$ cat src/rtl/mem_access_unit.sv
// mem_access_unit: memory-stage load/store sequencer on a req/ack data bus.
// Decodes the instruction held in M, issues one registered bus request,
// holds the pipeline via stall_M until the access completes (or times out),
// and returns a byte-lane-selected, size-extended load result.
// Optional build macro ALIGN_EXC_EN: misaligned word/halfword accesses raise
// addr_exc instead of touching the bus.
module mem_access_unit #(
    parameter int TIMEOUT_CYCLES = 255,
    parameter int CNT_W          = 8
) (
    input  logic        clk,
    input  logic        reset,
    input  logic [31:0] Instr_M,
    input  logic [31:0] pc_M,
    input  logic [31:0] ALUout_M,
    input  logic [31:0] RD2_M,
    output logic        stall_M,
    output logic        mem_req,
    output logic        mem_we,
    output logic [31:0] mem_addr,
    output logic [3:0]  mem_be,
    output logic [31:0] mem_wdata,
    input  logic [31:0] mem_rdata,
    input  logic        mem_ack,
    output logic [31:0] ld_data,
    output logic        bus_err,
    output logic [1:0]  addr_exc,
    output logic [31:0] exc_pc
);

    typedef enum logic [1:0] {IDLE, BUSY, DONE} state_t;
    typedef enum logic [1:0] {SZ_B, SZ_H, SZ_W} size_t;

    state_t           state;
    logic [CNT_W-1:0] cnt;

    logic [5:0]  op;
    logic [1:0]  lane;
    logic        is_load, is_store, is_mem, sgn;
    size_t       size;
    logic [3:0]  be_dec;
    logic [31:0] wdata_dec;

    // access attributes latched at issue, used to extend the returned word
    logic        ld_is_load, ld_sgn;
    size_t       ld_size;
    logic [1:0]  ld_lane;

    logic        unused_bits;

    assign op     = Instr_M[31:26];
    assign lane   = ALUout_M[1:0];
    assign is_mem = is_load | is_store;

    // Opcode decode plus byte-enable / store-data lane placement
    always_comb begin
        is_load   = 1'b0;
        is_store  = 1'b0;
        sgn       = 1'b0;
        size      = SZ_W;
        case (op)
            6'b100011: begin is_load  = 1'b1; size = SZ_W;              end
            6'b100000: begin is_load  = 1'b1; size = SZ_B; sgn = 1'b1; end
            6'b100100: begin is_load  = 1'b1; size = SZ_B;              end
            6'b100001: begin is_load  = 1'b1; size = SZ_H; sgn = 1'b1; end
            6'b100101: begin is_load  = 1'b1; size = SZ_H;              end
            6'b101011: begin is_store = 1'b1; size = SZ_W;              end
            6'b101000: begin is_store = 1'b1; size = SZ_B;              end
            6'b101001: begin is_store = 1'b1; size = SZ_H;              end
            default:   ;
        endcase
        be_dec    = 4'b1111;
        wdata_dec = RD2_M;
        case (size)
            SZ_B: begin
                be_dec    = 4'b0001 << lane;
                wdata_dec = {4{RD2_M[7:0]}};
            end
            SZ_H: begin
                be_dec    = lane[1] ? 4'b1100 : 4'b0011;
                wdata_dec = {2{RD2_M[15:0]}};
            end
            default: ;
        endcase
    end

`ifdef ALIGN_EXC_EN
    logic misalign;
    assign misalign = (size == SZ_W && lane != 2'b00) ||
                      (size == SZ_H && lane[0]);
    assign unused_bits = ^Instr_M[25:0];
`else
    assign addr_exc    = 2'b00;
    assign exc_pc      = 32'h0;
    assign unused_bits = ^{Instr_M[25:0], pc_M};
`endif

    // Select the addressed byte/halfword of a returned word and extend it
    function automatic logic [31:0] extend(input logic [31:0] w, input size_t sz,
                                           input logic s, input logic [1:0] a);
        logic [7:0]  b;
        logic [15:0] h;
        case (a)
            2'd0:    b = w[7:0];
            2'd1:    b = w[15:8];
            2'd2:    b = w[23:16];
            default: b = w[31:24];
        endcase
        h = a[1] ? w[31:16] : w[15:0];
        case (sz)
            SZ_B:    extend = {{24{s & b[7]}}, b};
            SZ_H:    extend = {{16{s & h[15]}}, h};
            default: extend = w;
        endcase
    endfunction

    // Hold the pipeline while a memory op is detected or in flight; never during reset
    assign stall_M = reset & ((state == IDLE && is_mem) || state == BUSY);

    // Access sequencer: IDLE detects, BUSY waits for ack/timeout, DONE releases M
    always_ff @(posedge clk or negedge reset) begin
        if (!reset) begin
            state      <= IDLE;
            cnt        <= '0;
            mem_req    <= 1'b0;
            mem_we     <= 1'b0;
            mem_addr   <= 32'h0;
            mem_be     <= 4'h0;
            mem_wdata  <= 32'h0;
            ld_data    <= 32'h0;
            bus_err    <= 1'b0;
            ld_is_load <= 1'b0;
            ld_sgn     <= 1'b0;
            ld_size    <= SZ_W;
            ld_lane    <= 2'b00;
`ifdef ALIGN_EXC_EN
            addr_exc   <= 2'b00;
            exc_pc     <= 32'h0;
`endif
        end else begin
            bus_err <= 1'b0;
            case (state)
                IDLE: begin
`ifdef ALIGN_EXC_EN
                    if (is_mem && misalign) begin
                        // trap without a bus cycle; exception visible in DONE
                        state    <= DONE;
                        addr_exc <= is_load ? 2'b01 : 2'b10;
                        exc_pc   <= pc_M;
                        ld_data  <= 32'h0;
                    end else
`endif
                    if (is_mem) begin
                        state      <= BUSY;
                        mem_req    <= 1'b1;
                        mem_we     <= is_store;
                        mem_addr   <= {ALUout_M[31:2], 2'b00};
                        mem_be     <= be_dec;
                        mem_wdata  <= wdata_dec;
                        ld_is_load <= is_load;
                        ld_sgn     <= sgn;
                        ld_size    <= size;
                        ld_lane    <= lane;
                    end
                end
                BUSY: begin
                    cnt <= cnt + 1'b1;
                    if (mem_ack) begin
                        mem_req <= 1'b0;
                        if (ld_is_load)
                            ld_data <= extend(mem_rdata, ld_size, ld_sgn, ld_lane);
                        state <= DONE;
                    end else if (cnt == CNT_W'(TIMEOUT_CYCLES - 1)) begin
                        // abandon the access; the result is defined as zero
                        mem_req <= 1'b0;
                        bus_err <= 1'b1;
                        ld_data <= 32'h0;
                        state   <= DONE;
                    end
                end
                default: begin
                    cnt   <= '0;
                    state <= IDLE;
`ifdef ALIGN_EXC_EN
                    addr_exc <= 2'b00;
                    exc_pc   <= 32'h0;
`endif
                end
            endcase
        end
    end

endmodule

$ cat config.mk
export PLATFORM = sky130hd
export DESIGN_NAME = mem_access_unit
export DESIGN_NICKNAME = d
export VERILOG_FILES = /design/src/rtl/mem_access_unit.sv
export SDC_FILE = /design/constraint.sdc
export NUM_CORES = 1
export LEC_CHECK = 0
export CAP_MARGIN = 20
export CORE_ASPECT_RATIO = 0.7
export CORE_MARGIN = 5
export CORE_UTILIZATION = 36
export CTS_CLUSTER_DIAMETER = 60
export CTS_CLUSTER_SIZE = 40
export DETAILED_ROUTE_END_ITERATION = 16
export PLACE_DENSITY = 0.78
export SYNTH_ARGS = -nofsm -noshare
export SYNTH_HDL_FRONTEND = slang
export SYNTH_SLANG_ARGS = --single-unit
export TNS_END_PERCENT = 1
$ cat constraint.sdc
create_clock -name clk -period 1.7 [get_ports clk]
set_input_delay 0.34 -clock clk [delete_from_list [all_inputs] [get_ports clk]]
set_output_delay 0.34 -clock clk [all_outputs]
set_load 0.03 [all_outputs]
After elaboration in Yosys (flattened, before gate mapping)
Index checks and enable logic that the tools add are counted.
Word-level totals
  register bits: 117
  latch bits: 0
  memory bits (writable): 0
  memory bits (read-only): 0
  word-level logic and storage cells: 81
  memories kept: 0
Cells by class
  $add $sub $neg: 1
  multipliers: 0
  divide/modulo/power cells: 0
  magnitude comparators: 0
  equal/unequal tests: 17
  shift operators: 1
  muxes and demuxes: 28
  bitwise gates (word level): 4
  reductions and logical operators: 17
Operator list (number)
  32-bit case mux with 2 select lines: 2
  32-bit two-way mux: 3
  6-bit == test, second input constant: 8
  8-bit two-way mux: 3
  8-bit case mux with 3 select lines: 1
  16-bit two-way mux: 1
  8-bit case mux with 2 select lines: 1
  1-bit two-way mux: 9
  3-bit OR reduction: 3
  8-bit by 1-bit adder with 8-bit output, second input constant: 1
  2-bit by 1-bit == test with 1-bit output, second input constant: 4
  8-bit == test, second input constant: 1
  2-bit logical NOT: 4
  2-bit case mux with 2 select lines: 2
  4-bit case mux with 2 select lines: 1
  2-bit two-way mux: 3
  3-bit AND reduction: 2
  5-bit OR reduction: 1
  4-bit two-way mux: 1
  2-bit AND reduction: 2
  2-bit nonzero test: 2
  1-bit by 2-bit left shift with 4-bit output, first input constant: 1
  1-bit bitwise AND: 3
  3-bit by 2-bit inequality test with 1-bit output, second input constant: 1
  8 further kinds: 8

Depth between registers and ports, before layout
Gate-level depths: netlist of run 1.
  depth in word-level cells: 9
  gate-level depth with buffers: 7
  gate-level depth less buffers: 6

Worst setup path after synthesis of run 1
OpenSTA, ideal clock, no wires.
  path type: flip-flop to output port
  start: register state[1]
  end: output stall_M
  data arrival time: 1.692 ns
  data required time: 1.360 ns
  path slack: -0.332 ns
  stages on the path, launching flop included: 7
  path buffers: 3
  cell sequence: dfrtp_1 -> buf_2 -> nor3_1 -> o21a_1 -> buf_2 -> buf_2 -> o21a_1
Between the ends
  word-level cells in the longest chain between the ends: 4
  elaborated cells on any way between the ends: 5
  those cells by class: 1 x eq/ne; 1 x bitwise; 3 x reduce/logical
RTL lines
  start: declaration: RTL line 34  | state_t state;
  start signal: assignment: RTL line 123  | state <= IDLE;
  start signal: assignment: RTL line 154  | state <= BUSY;
  start signal: assignment: RTL line 172  | state <= DONE;
  2-bit logical NOT: RTL line 118  | assign stall_M = reset & ((state == IDLE && is_mem) || state == BUSY);
  1-bit logical AND: RTL line 118
  1-bit logical OR *: RTL line 118
  1-bit bitwise AND *: RTL line 118
  end: declaration: RTL line 17  | output logic stall_M,
Mark *: on every way between the ends. The rest lies on a longest branch, timed or not.

Worst setup path in the final report of run 1
  start: input Instr_M[28]
  end: output stall_M
Between the ends
  word-level cells in the longest chain between the ends: 7
  elaborated cells on any way between the ends: 16
  those cells by class: 8 x eq/ne; 2 x mux; 2 x bitwise; 4 x reduce/logical
RTL lines
  start: declaration: RTL line 13  | input logic [31:0] Instr_M,
  6-bit == test: RTL line 61  | case (op)
  5-bit OR reduction (no line) or 3-bit OR reduction (tied branches)
  1-bit two-way mux: RTL line 61
  1-bit bitwise OR *: RTL line 53  | assign is_mem = is_load | is_store;
  1-bit logical AND *: RTL line 118
  1-bit logical OR *: RTL line 118
  1-bit bitwise AND *: RTL line 118
Marked as above.

==> results of run 1 <==
-- area by class of cell --
cell class              instances  area (µm²)  area share (%)
flip-flops and latches        117        2930            32.9
well taps                     200         250            2.81
repair buffers                271        2520            28.3
multi-input cells             295        2540            28.5
inverters                      18        67.6           0.759
clock inverters                14         160            1.80
clock buffers                  18         439            4.93
-- sequential cells by signal (all words and copies together), names as in the netlist --
register / count
mem_wdata: 32
state: 2
mem_req: 1
ld_sgn: 1
mem_be: 4
ld_lane: 2
cnt: 8
mem_we: 1
ld_size: 2
mem_addr: 30
ld_data: 32
bus_err: 1
ld_is_load: 1
-- layer usage --
metal,wire length (µm),vias up,part of all wire (%)
li1,-,2106,-
met1,6880,2201,42
met2,7750,185,48
met3,1490,18,9.2
met4,165,0,1.0
met5,0,-,0
-- power groups by stage --
stage / registers, W / clock network [W] / logic, W
2_1_floorplan: 0.00581 / 0 / 0.00138
3_3_place_gp: 0.00420 / 0 / 0.00543
3_5_place_dp: 0.00425 / 0 / 0.00550
4_1_cts: 0.00419 / 0.00369 / 0.00500
5_1_grt: 0.00429 / 0.00381 / 0.00525
6_report: 0.00418 / 0.00359 / 0.00496
-- final timing paths --
path,start,end,slack [ps]
max,Instr_M[28],stall_M,-220
min,reset,ld_data[13]$_DFFE_PN0P_,-30
max reg2reg,state[1]$_DFFE_PN0P_,ld_data[26]$_DFFE_PN0P_,-140
min reg2reg,ld_data[5]$_DFFE_PN0P_,ld_data[5]$_DFFE_PN0P_,490
max in group asynchronous,reset,ld_lane[0]$_DFFE_PN0P_,1150
min in group clk,ld_data[5]$_DFFE_PN0P_,ld_data[5]$_DFFE_PN0P_,490
-- cell families (layout without fill, tap and decap cells) --
kind of cell	after synthesis	after routing	synth area share, %
compound gates	67	67	9.46
xor+xnor	6	6	0.919
fa+ha+maj	2	2	0.438
buf+inv	80	321	8.06
flops	117	117	51.2
mux	122	122	24.1
other cells	1	36	0.0656
simple gates	62	62	5.76
-- layout by cell type (no fill, tap or decap), types with 17 or more instances in the layout --
master / synthesis / layout
dlygate4sd2_1: 0 / 102
clkbuf_16: 0 / 17
a221o_1: 17 / 17
nand2_1: 21 / 21
clkdlybuf4s50_1: 0 / 102
inv_1: 18 / 18
mux2_2: 110 / 110
dfrtp_1: 116 / 116
conb_1: 1 / 36
buf_4: 37 / 54
-- repair_timing --
item / 4_1_cts / 5_1_grt
setup endpoints to repair: 174 / 93
gates resized for setup: 118 / 4
pin swaps: 26 / 0
buffers inserted: 3 / 0
gates cloned: 0 / 0
-- per-stage QoR --
| stage | util, % | std cells |
|---|---|---|
| floorplan | - | 492 |
| global route | 57.3 | 933 |
| CTS | 57.2 | 933 |
| global placement | 53.5 | 898 |
| detailed placement | 53.5 | 898 |
| finish | 57.3 | 933 |
==> results.ini, run 1 <==
[floorplanning]
ios = 301
die_h_um = 115
dieArea_um2 = 18500
die_x_um = 161
start_util_pct = 36.8
rows = 38
core-area_um2 = 15500

[yosys]
synth_top_flop_cell = dfrtp_1
synth_cells = 457
post_synth.cell_area_avg_um2 = 12.5
synth-seq-area-share_pct = 51.2
yosys_warnings = 0
synth_seq_cells = 117
ys_top_cells_by_area = dfrtp_1 51%, mux2_2 22%, buf_4 4.9%
yosysUniqueCellTypes = 46
synth_edf_count = 0
yosys-top-cells-count = 116 x dfrtp_1, 110 x mux2_2, 37 x buf_4, 21 x nand2_1, 18 x inv_1
yosysTopAreaCell = dfrtp_1
syn_area_um2 = 5720
synth_top_area_share_pct = 50.8
synth.most_common_cell = dfrtp_1
synthArstFlopShare_pct = 100

[critical_path]
r2r_cells = 6
slowest_stage = clkdlybuf4s50_1
cp_top_family = buffers and inverters
endpoint_kind = output port
worstSetupStartpointType = primary input
crit_chain = clkdlybuf4s50_1 > buf_4 > a21oi_1 > o21a_2 > o21a_4 > buf_6
cp.depth = 6
max_stage_delay_ps = 500
worstSetupPathType = primary input to output port
arrival_ps = 1580
critPathRequiredTime_ps = 1360
path_buf_inv = 3
critical_path.max_fanout = 3

[placement]
place_ws_ps = -753
port-buffer-count = 206
place_congestion = 0.869
dpl.hpwl_um = 12400
placed_area_um2 = 8310

[power]
comb_power_share_pct = 39.0
switching_share_pct = 36.8
p_clk_share_pct = 28.2
p_int_w = 0.00805
powerDensity_nw_per_um2 = 1430
power.net_switching_w = 0.00469
finalPower_w = 0.0127
power_frac_seq_pct = 32.8
power.leakage_nw = 4.15
vdd_drop_max_uv = 849

[timing]
finalMaxSlewViolations = 0
hold_ws_ps = -31.2
fin_crit_ps = 1920
period_share_pct = 113
worst_slack_ps = -216
fin_setup_tns_ps = -5350
max_freq_mhz = 522
finalHoldViolCount = 9
clock_skew_ps = 10.3
setup_violations = 81
tightest_slew_ps = 684
grt_setup_unrepaired = yes
maxSlewHeadroom_pct = 54.4

[worst_hold_path]
hold_class = primary input to async pin

[cts]
path_clk_slew_ps = 60
clkLatencyLatePin_ps = 410
cts_buffers = 17
cts_root_buffer = clkbuf_16
tritoncts = done
h-tree-depth = 4
cts.sinks = 117
hold_buffers = 0
clk_path_buf_depth = 2

[grt]
grt_pass1_vias = 4925
met1_usage_pct = 22.1
grt_pass1_wl_um = 25900
grt_max_degree = 118
gr-total-overflow = 0
use_met3_pct = 6.97
top_usage_layer = met2
antenna_found_initial = 0
use_met2_pct = 28.5
grt_usage_pct = 17.7

[routing]
via_per_inst = 4.83
ant_nets = 0
finalWirelength_um = 16300
routedWlPerCell_um = 17.5
vias = 4510
drtIter0Drc = 197
drc = 0
drt_first_pass_iters = 4

[final_layout]
design_area_um2 = 8900
area_delta_synth_final_pct = 55.8
nFillCells = 1312
drive_gt1_share_pct = 31.5
n_antenna_cell = 0
layout.nets = 885

[run_status]
violations = negative hold slack, negative setup slack
run_status = finished with violations

[run]
maxCapViolCount = 0

(Power assumes the default switching activity.)
==> run 2, diff against run 1 <==
Settings changed: ABC_AREA set to 1, CORE_UTILIZATION 36 to 37.
==> run 2 against run 1 <==
Against the previous run:
- setup slack better by 63 ps
- sequential share of layout area is 1.8 points lower
- area after synthesis increased by 7.9%
- clock skew decreased by 5.1 ps
- largest cell class unchanged
- global-route usage rose by 3.6 points
- combinational power is 20% higher
- critical endpoint unchanged
- cell count is 41% higher
- via count increased by 41%
- wire length is 26% higher
- register-to-register slack better by 80 ps
- the run ends with negative setup slack left
==> results.ini, run 2 <==
[final_layout]
nFillCells = 1498  ; +14%
layout.cells.most_common_list = 316 x nand2_1, 118 x nand3_1, 114 x dfrtp_1
reg_top3 = ld_data x32, mem_wdata x32, mem_addr x30
n_antenna_cell = 0  ; unchanged
layout.nets = 1244  ; +41%
drive_gt1_share_pct = 14.9  ; -17 points
final_common_cell = nand2_1
area_delta_synth_final_pct = 52.7

[timing]
grt_setup_unrepaired = yes
finalHoldViolCount = 0  ; -9
fin_crit_ps = 1850  ; -63.3 ps
maxSlewHeadroom_pct = 57.3  ; +2.9 points
tightest_slew_ps = 641  ; -43.1 ps
clock_skew_ps = 5.20  ; -5.14 ps
worst_slack_ps = -153  ; +63.3 ps
period_share_pct = 109  ; -3.7 points
setup_violations = 57  ; -30%
max_freq_mhz = 540  ; +3.4%
finalMaxSlewViolations = 0  ; unchanged

[critical_path]
reg2reg_to = mem_addr[25]$_DFFE_PN0P_
crit_chain = clkdlybuf4s50_1 > nor2_4 > nor3_4 > nand2_2 > nand3_2 > nand2_2 > inv_2 > buf_6
setup.worst_path.end = stall_M
cp_common_cell = nand2_2
crit_start = Instr_M[26]
slowest_stage = clkdlybuf4s50_1
path_buf_inv = 3  ; unchanged
endpoint_kind = output port
worstSetupPathType = primary input to output port
critPathRequiredTime_ps = 1360  ; about the same
rr_startpoint = state[1]$_DFFE_PN0P_
r2r_cells = 9  ; +3
critical_path.max_fanout = 2  ; -1
worstSetupStartpointType = primary input
cp.depth = 8  ; +2
cp_top_family = buffers and inverters
arrival_ps = 1510  ; -70 ps
r2r_slack_ps = -60  ; +80 ps
max_stage_delay_ps = 530  ; +30 ps

[run_status]
violations = negative setup slack
run_status = finished with violations

[yosys]
ys_top_cells_by_area = dfrtp_1 47%, nand2_1 20%, nand3_1 9.7%
synth_top_area_share_pct = 47.1  ; -3.7 points
yosysTopAreaCell = dfrtp_1
post_synth.cell_area_avg_um2 = 7.50  ; -40%
yosys-top-cells-count = 322 x nand2_1, 120 x nand3_1, 116 x dfrtp_1, 49 x nor2_1
synth_seq_cells = 117  ; unchanged
synth-seq-area-share_pct = 47.5  ; -3.7 points
synth_edf_count = 0  ; unchanged
synth.most_common_cell = nand2_1
yosys_warnings = 0  ; unchanged
synth_top_flop_cell = dfrtp_1
syn_area_um2 = 6160  ; +7.9%
yosysUniqueCellTypes = 35  ; -24%
synth_cells = 822  ; +80%
synthArstFlopShare_pct = 100  ; unchanged

[routing]
via_per_inst = 4.82  ; -0.19%
finalWirelength_um = 20500  ; +26%
drc = 0  ; unchanged
drtIter0Drc = 383  ; +94%
routedWlPerCell_um = 15.6  ; -11%
drt_first_pass_iters = 5  ; +1
ant_nets = 0  ; unchanged
vias = 6354  ; +41%

[cts]
clk_path_buf_depth = 2  ; unchanged
path_clk_slew_ps = 60  ; about the same
cts_buffers = 17  ; unchanged
clkLatencyLatePin_ps = 410  ; about the same
tritoncts = done
cts.sinks = 117  ; unchanged
h-tree-depth = 4  ; unchanged
cts_root_buffer = clkbuf_16

[grt]
grt_max_degree = 118  ; unchanged
antenna_found_initial = 0  ; unchanged
grt_usage_pct = 21.3  ; +3.6 points
grt_pass1_vias = 6387  ; +30%
grt_pass1_wl_um = 32800  ; +27%
gr-total-overflow = 0  ; unchanged

[power]
power.leakage_nw = 5.02  ; +21%
powerDensity_nw_per_um2 = 1510  ; +5.5%
vdd_drop_max_uv = 703  ; -17%
finalPower_w = 0.0142  ; +12%

[placement]
place_ws_ps = -371  ; +382 ps
place_congestion = 0.918  ; +5.7%
dpl.hpwl_um = 14600  ; +18%
port-buffer-count = 206  ; unchanged

[floorplanning]
core-area_um2 = 16300  ; +5.1%
die_h_um = 118  ; +2.2%
dieArea_um2 = 19400  ; +4.6%
rows = 39  ; +2.6%
start_util_pct = 37.7  ; +0.95 points
die_x_um = 164  ; +2.3%
ios = 301  ; unchanged

[worst_hold_path]
hold_class = primary input to async pin

[run]
maxCapViolCount = 0  ; unchanged

run 2: what timing repair did:
action	in CTS	in global routing
gates resized for setup	122	21
endpoints found under the setup margin	102	94
buffers inserted	13	1
pin swaps	5	5
hold buffers	0	0
run 2: cell type report:
| cell class | instances | area [µm²] | share of cell area [%] |
|---|---|---|---|
| sequential | 117 | 2930 | 31.1 |
| multi-input combinational | 625 | 2810 | 29.9 |
| timing repair buffer | 280 | 2620 | 27.8 |
| clock buffer | 19 | 443 | 4.70 |
| tap | 225 | 282 | 2.99 |
| clock inverter | 13 | 180 | 1.91 |
| inverter | 38 | 153 | 1.62 |
run 2: how the worst min path moves through the flow:
stage,depth (start not counted),to,startpoint
global route,2,mem_req$_DFFE_PN0P_,reset
detailed placement,2,mem_we$_DFFE_PN0P_,mem_we$_DFFE_PN0P_
finish,2,cnt[1]$_DFFE_PN0P_,reset
global placement,2,mem_we$_DFFE_PN0P_,mem_we$_DFFE_PN0P_
CTS,2,ld_data[16]$_DFFE_PN0P_,reset
floorplan,0,bus_err$_DFF_PN0_,reset
run 2: logic make-up after synthesis:
kind of cell	after synthesis	synth area share, %
AO/OA/AOI/OAI	58	5.11
adder cells (fa/ha/maj)	2	0.406
buffers and inverters	115	10.4
flip-flops	117	47.5
other	1	0.0608
AND/OR/NAND/NOR	529	36.5
run 2: per-stage QoR:
step	TNS (ps)	hold WS, ps	utilization, %	std cells	cell area (µm²)
2_1_floorplan	0	44.4	-	857	6300
3_3_place_gp	-30410	455	53.1	1271	8690
3_5_place_dp	-33560	458	53.1	1271	8690
4_1_cts	-2230	84.6	57.1	1316	9340
5_1_grt	-5030	89.7	57.6	1317	9420
6_report	-3800	66.0	57.6	1317	9420
run 2: power breakdown:
group	internal, W	switching [W]
combinational	0.00208	0.00385
sequential	0.00379	0.000655
clock	0.00249	0.00134
total	0.00836	0.00585
run 2: metal layers:
layer  vias to the layer above  global-route usage, %  share of wire (%)
met3                        21                   9.10                 12
met2                       284                   33.1                 46
met5                         -                      0                  0
met4                         0                   5.81                1.7
met1                      2981                   27.2                 41
li1                       3068                      -                  -
==> run 3, diff against run 2 <==
Settings changed: SETUP_SLACK_MARGIN set to 0.05.
==> run 3 against run 2 <==
Against the previous run:
- the flow still finishes with violations (negative setup slack)
- via count down 0.27%
- design area about the same
- clock skew up 1.1 ps
- critical endpoint unchanged
- first-iteration DRC count up 16%
- utilization about the same
- critical path type unchanged
==> results.ini, run 3 (synthesized netlist as in run 2, its figures left out) <==
[final_layout]
drive_gt1_share_pct = 15.2  ; +0.27 points
n_antenna_cell = 0  ; unchanged
reg_top3 = ld_data x32, mem_wdata x32, mem_addr x30
area_delta_synth_final_pct = 52.9  ; about the same
final_common_cell = nand2_1
layout.cells.most_common_list = 316 x nand2_1, 117 x nand3_1, 114 x dfrtp_1
design_area_um2 = 9420  ; about the same
layout.nets = 1244  ; unchanged

[cts]
cts_buffers = 17  ; unchanged
clk_path_buf_depth = 2  ; unchanged
cts_root_buffer = clkbuf_16
cts.sinks = 117  ; unchanged
path_clk_slew_ps = 60  ; about the same
tritoncts = done
clkLatencyLatePin_ps = 420  ; about the same
h-tree-depth = 4  ; unchanged

[timing]
finalMaxSlewViolations = 0  ; unchanged
finalHoldViolCount = 0  ; unchanged
worst_slack_ps = -151  ; +2.06 ps
tightest_slew_ps = 650  ; +9.01 ps
fin_setup_tns_ps = -3850  ; -44.5 ps
max_freq_mhz = 540  ; +0.11%
setup_violations = 57  ; unchanged
period_share_pct = 109  ; -0.12 points
grt_setup_unrepaired = yes
clock_skew_ps = 6.30  ; +1.11 ps
maxSlewHeadroom_pct = 56.7  ; -0.60 points
fin_crit_ps = 1850  ; -2.06 ps

[run_status]
run_status = finished with violations
violations = negative setup slack

[power]
powerDensity_nw_per_um2 = 1510  ; about the same
switching_share_pct = 41.2  ; about the same
p_int_w = 0.00836  ; about the same
power.net_switching_w = 0.00585  ; about the same
vdd_drop_max_uv = 704  ; about the same
comb_power_share_pct = 41.7  ; about the same
finalPower_w = 0.0142  ; about the same
p_clk_share_pct = 27.0  ; about the same
power_frac_seq_pct = 31.3  ; about the same
power.leakage_nw = 5.02  ; about the same

[routing]
finalWirelength_um = 20500  ; about the same
drc = 0  ; unchanged
routedWlPerCell_um = 15.6  ; about the same
drtIter0Drc = 446  ; +16%
drt_first_pass_iters = 5  ; unchanged
ant_nets = 0  ; unchanged
via_per_inst = 4.81  ; -0.27%
vias = 6337  ; -0.27%

[grt]
antenna_found_initial = 0  ; unchanged
grt_pass1_vias = 6387  ; unchanged
grt_pass1_wl_um = 32800  ; unchanged
grt_usage_pct = 21.3  ; unchanged
grt_max_degree = 118  ; unchanged
gr-total-overflow = 0  ; unchanged

[floorplanning]
die_x_um = 164  ; unchanged
start_util_pct = 37.7  ; unchanged
die_h_um = 118  ; unchanged
rows = 39  ; unchanged
ios = 301  ; unchanged
core-area_um2 = 16300  ; unchanged
dieArea_um2 = 19400  ; unchanged

[critical_path]
arrival_ps = 1510  ; about the same
path_buf_inv = 3  ; unchanged
endpoint_kind = output port
crit_chain = clkdlybuf4s50_1 > nor2_4 > nor3_4 > nand2_2 > nand3_2 > nand2_2 > inv_2 > buf_6
r2r_slack_ps = -60  ; about the same
max_stage_delay_ps = 530  ; about the same
slowest_stage = clkdlybuf4s50_1
critical_path.max_fanout = 2  ; unchanged
worstSetupPathType = primary input to output port
cp_common_cell = nand2_2
worstSetupStartpointType = primary input
critPathRequiredTime_ps = 1360  ; about the same
cp_top_family = buffers and inverters

[placement]
place_congestion = 0.918  ; unchanged
placed_area_um2 = 8690  ; unchanged
port-buffer-count = 206  ; unchanged
dpl.hpwl_um = 14600  ; unchanged

[worst_hold_path]
hold_class = primary input to async pin

[run]
maxCapViolCount = 0  ; unchanged

run 3: layout make-up:
type | count | area (µm²)
Tap cell | 225 | 282
Clock buffer | 19 | 443
Timing Repair Buffer | 280 | 2620
Fill cell | 1497 | 6920
Sequential cell | 117 | 2930
Clock inverter | 13 | 180
Multi-Input combinational cell | 625 | 2820
Inverter | 38 | 153
run 3: worst paths after layout:
| path | depth (start not counted) | from | to |
|---|---|---|---|
| worst max-delay path | 8 | Instr_M[26] | stall_M |
| worst min-delay path | 2 | reset | cnt[1]$_DFFE_PN0P_ |
| max in group asynchronous | 2 | reset | mem_addr[6]$_DFFE_PN0P_ |
| worst min register to register | 2 | mem_we$_DFFE_PN0P_ | mem_we$_DFFE_PN0P_ |
| min in group clk | 5 | Instr_M[27] | ld_sgn$_DFFE_PN0P_ |
| worst max register to register | 9 | state[1]$_DFFE_PN0P_ | mem_addr[25]$_DFFE_PN0P_ |
run 3: repair_timing:
item,4_1_cts,5_1_grt
gates cloned,0,0
resized for setup,122,24
hold buffers,0,0
pin swaps,5,5
endpoints found under the setup margin,102,100
buffers inserted,13,1
run 3: power by group through the flow:
stage	clock network (W)	logic, W	registers (W)
floorplan	0	0.00177	0.00626
global placement	0	0.00645	0.00448
detailed placement	0	0.00654	0.00449
CTS	0.00390	0.00595	0.00444
global route	0.00403	0.00642	0.00457
finish	0.00384	0.00592	0.00445
run 3: metal layers:
layer	up-vias	global-route usage [%]	wire length, µm
li1	3063	-	-
met1	2959	27.2	8340
met2	287	33.1	9320
met3	28	9.10	2460
met4	0	5.81	384
met5	-	0	0
run 3: stage by stage:
step / hold WS, ps / std cells / utilization [%] / setup slack (ps)
3_5_place_dp: 458 / 1271 / 53.1 / -371
5_1_grt: 89.7 / 1317 / 57.6 / -200
6_report: 51.5 / 1317 / 57.6 / -151
3_3_place_gp: 455 / 1271 / 53.1 / -365
4_1_cts: 84.6 / 1316 / 57.1 / -132
2_1_floorplan: 44.4 / 857 / - / 120
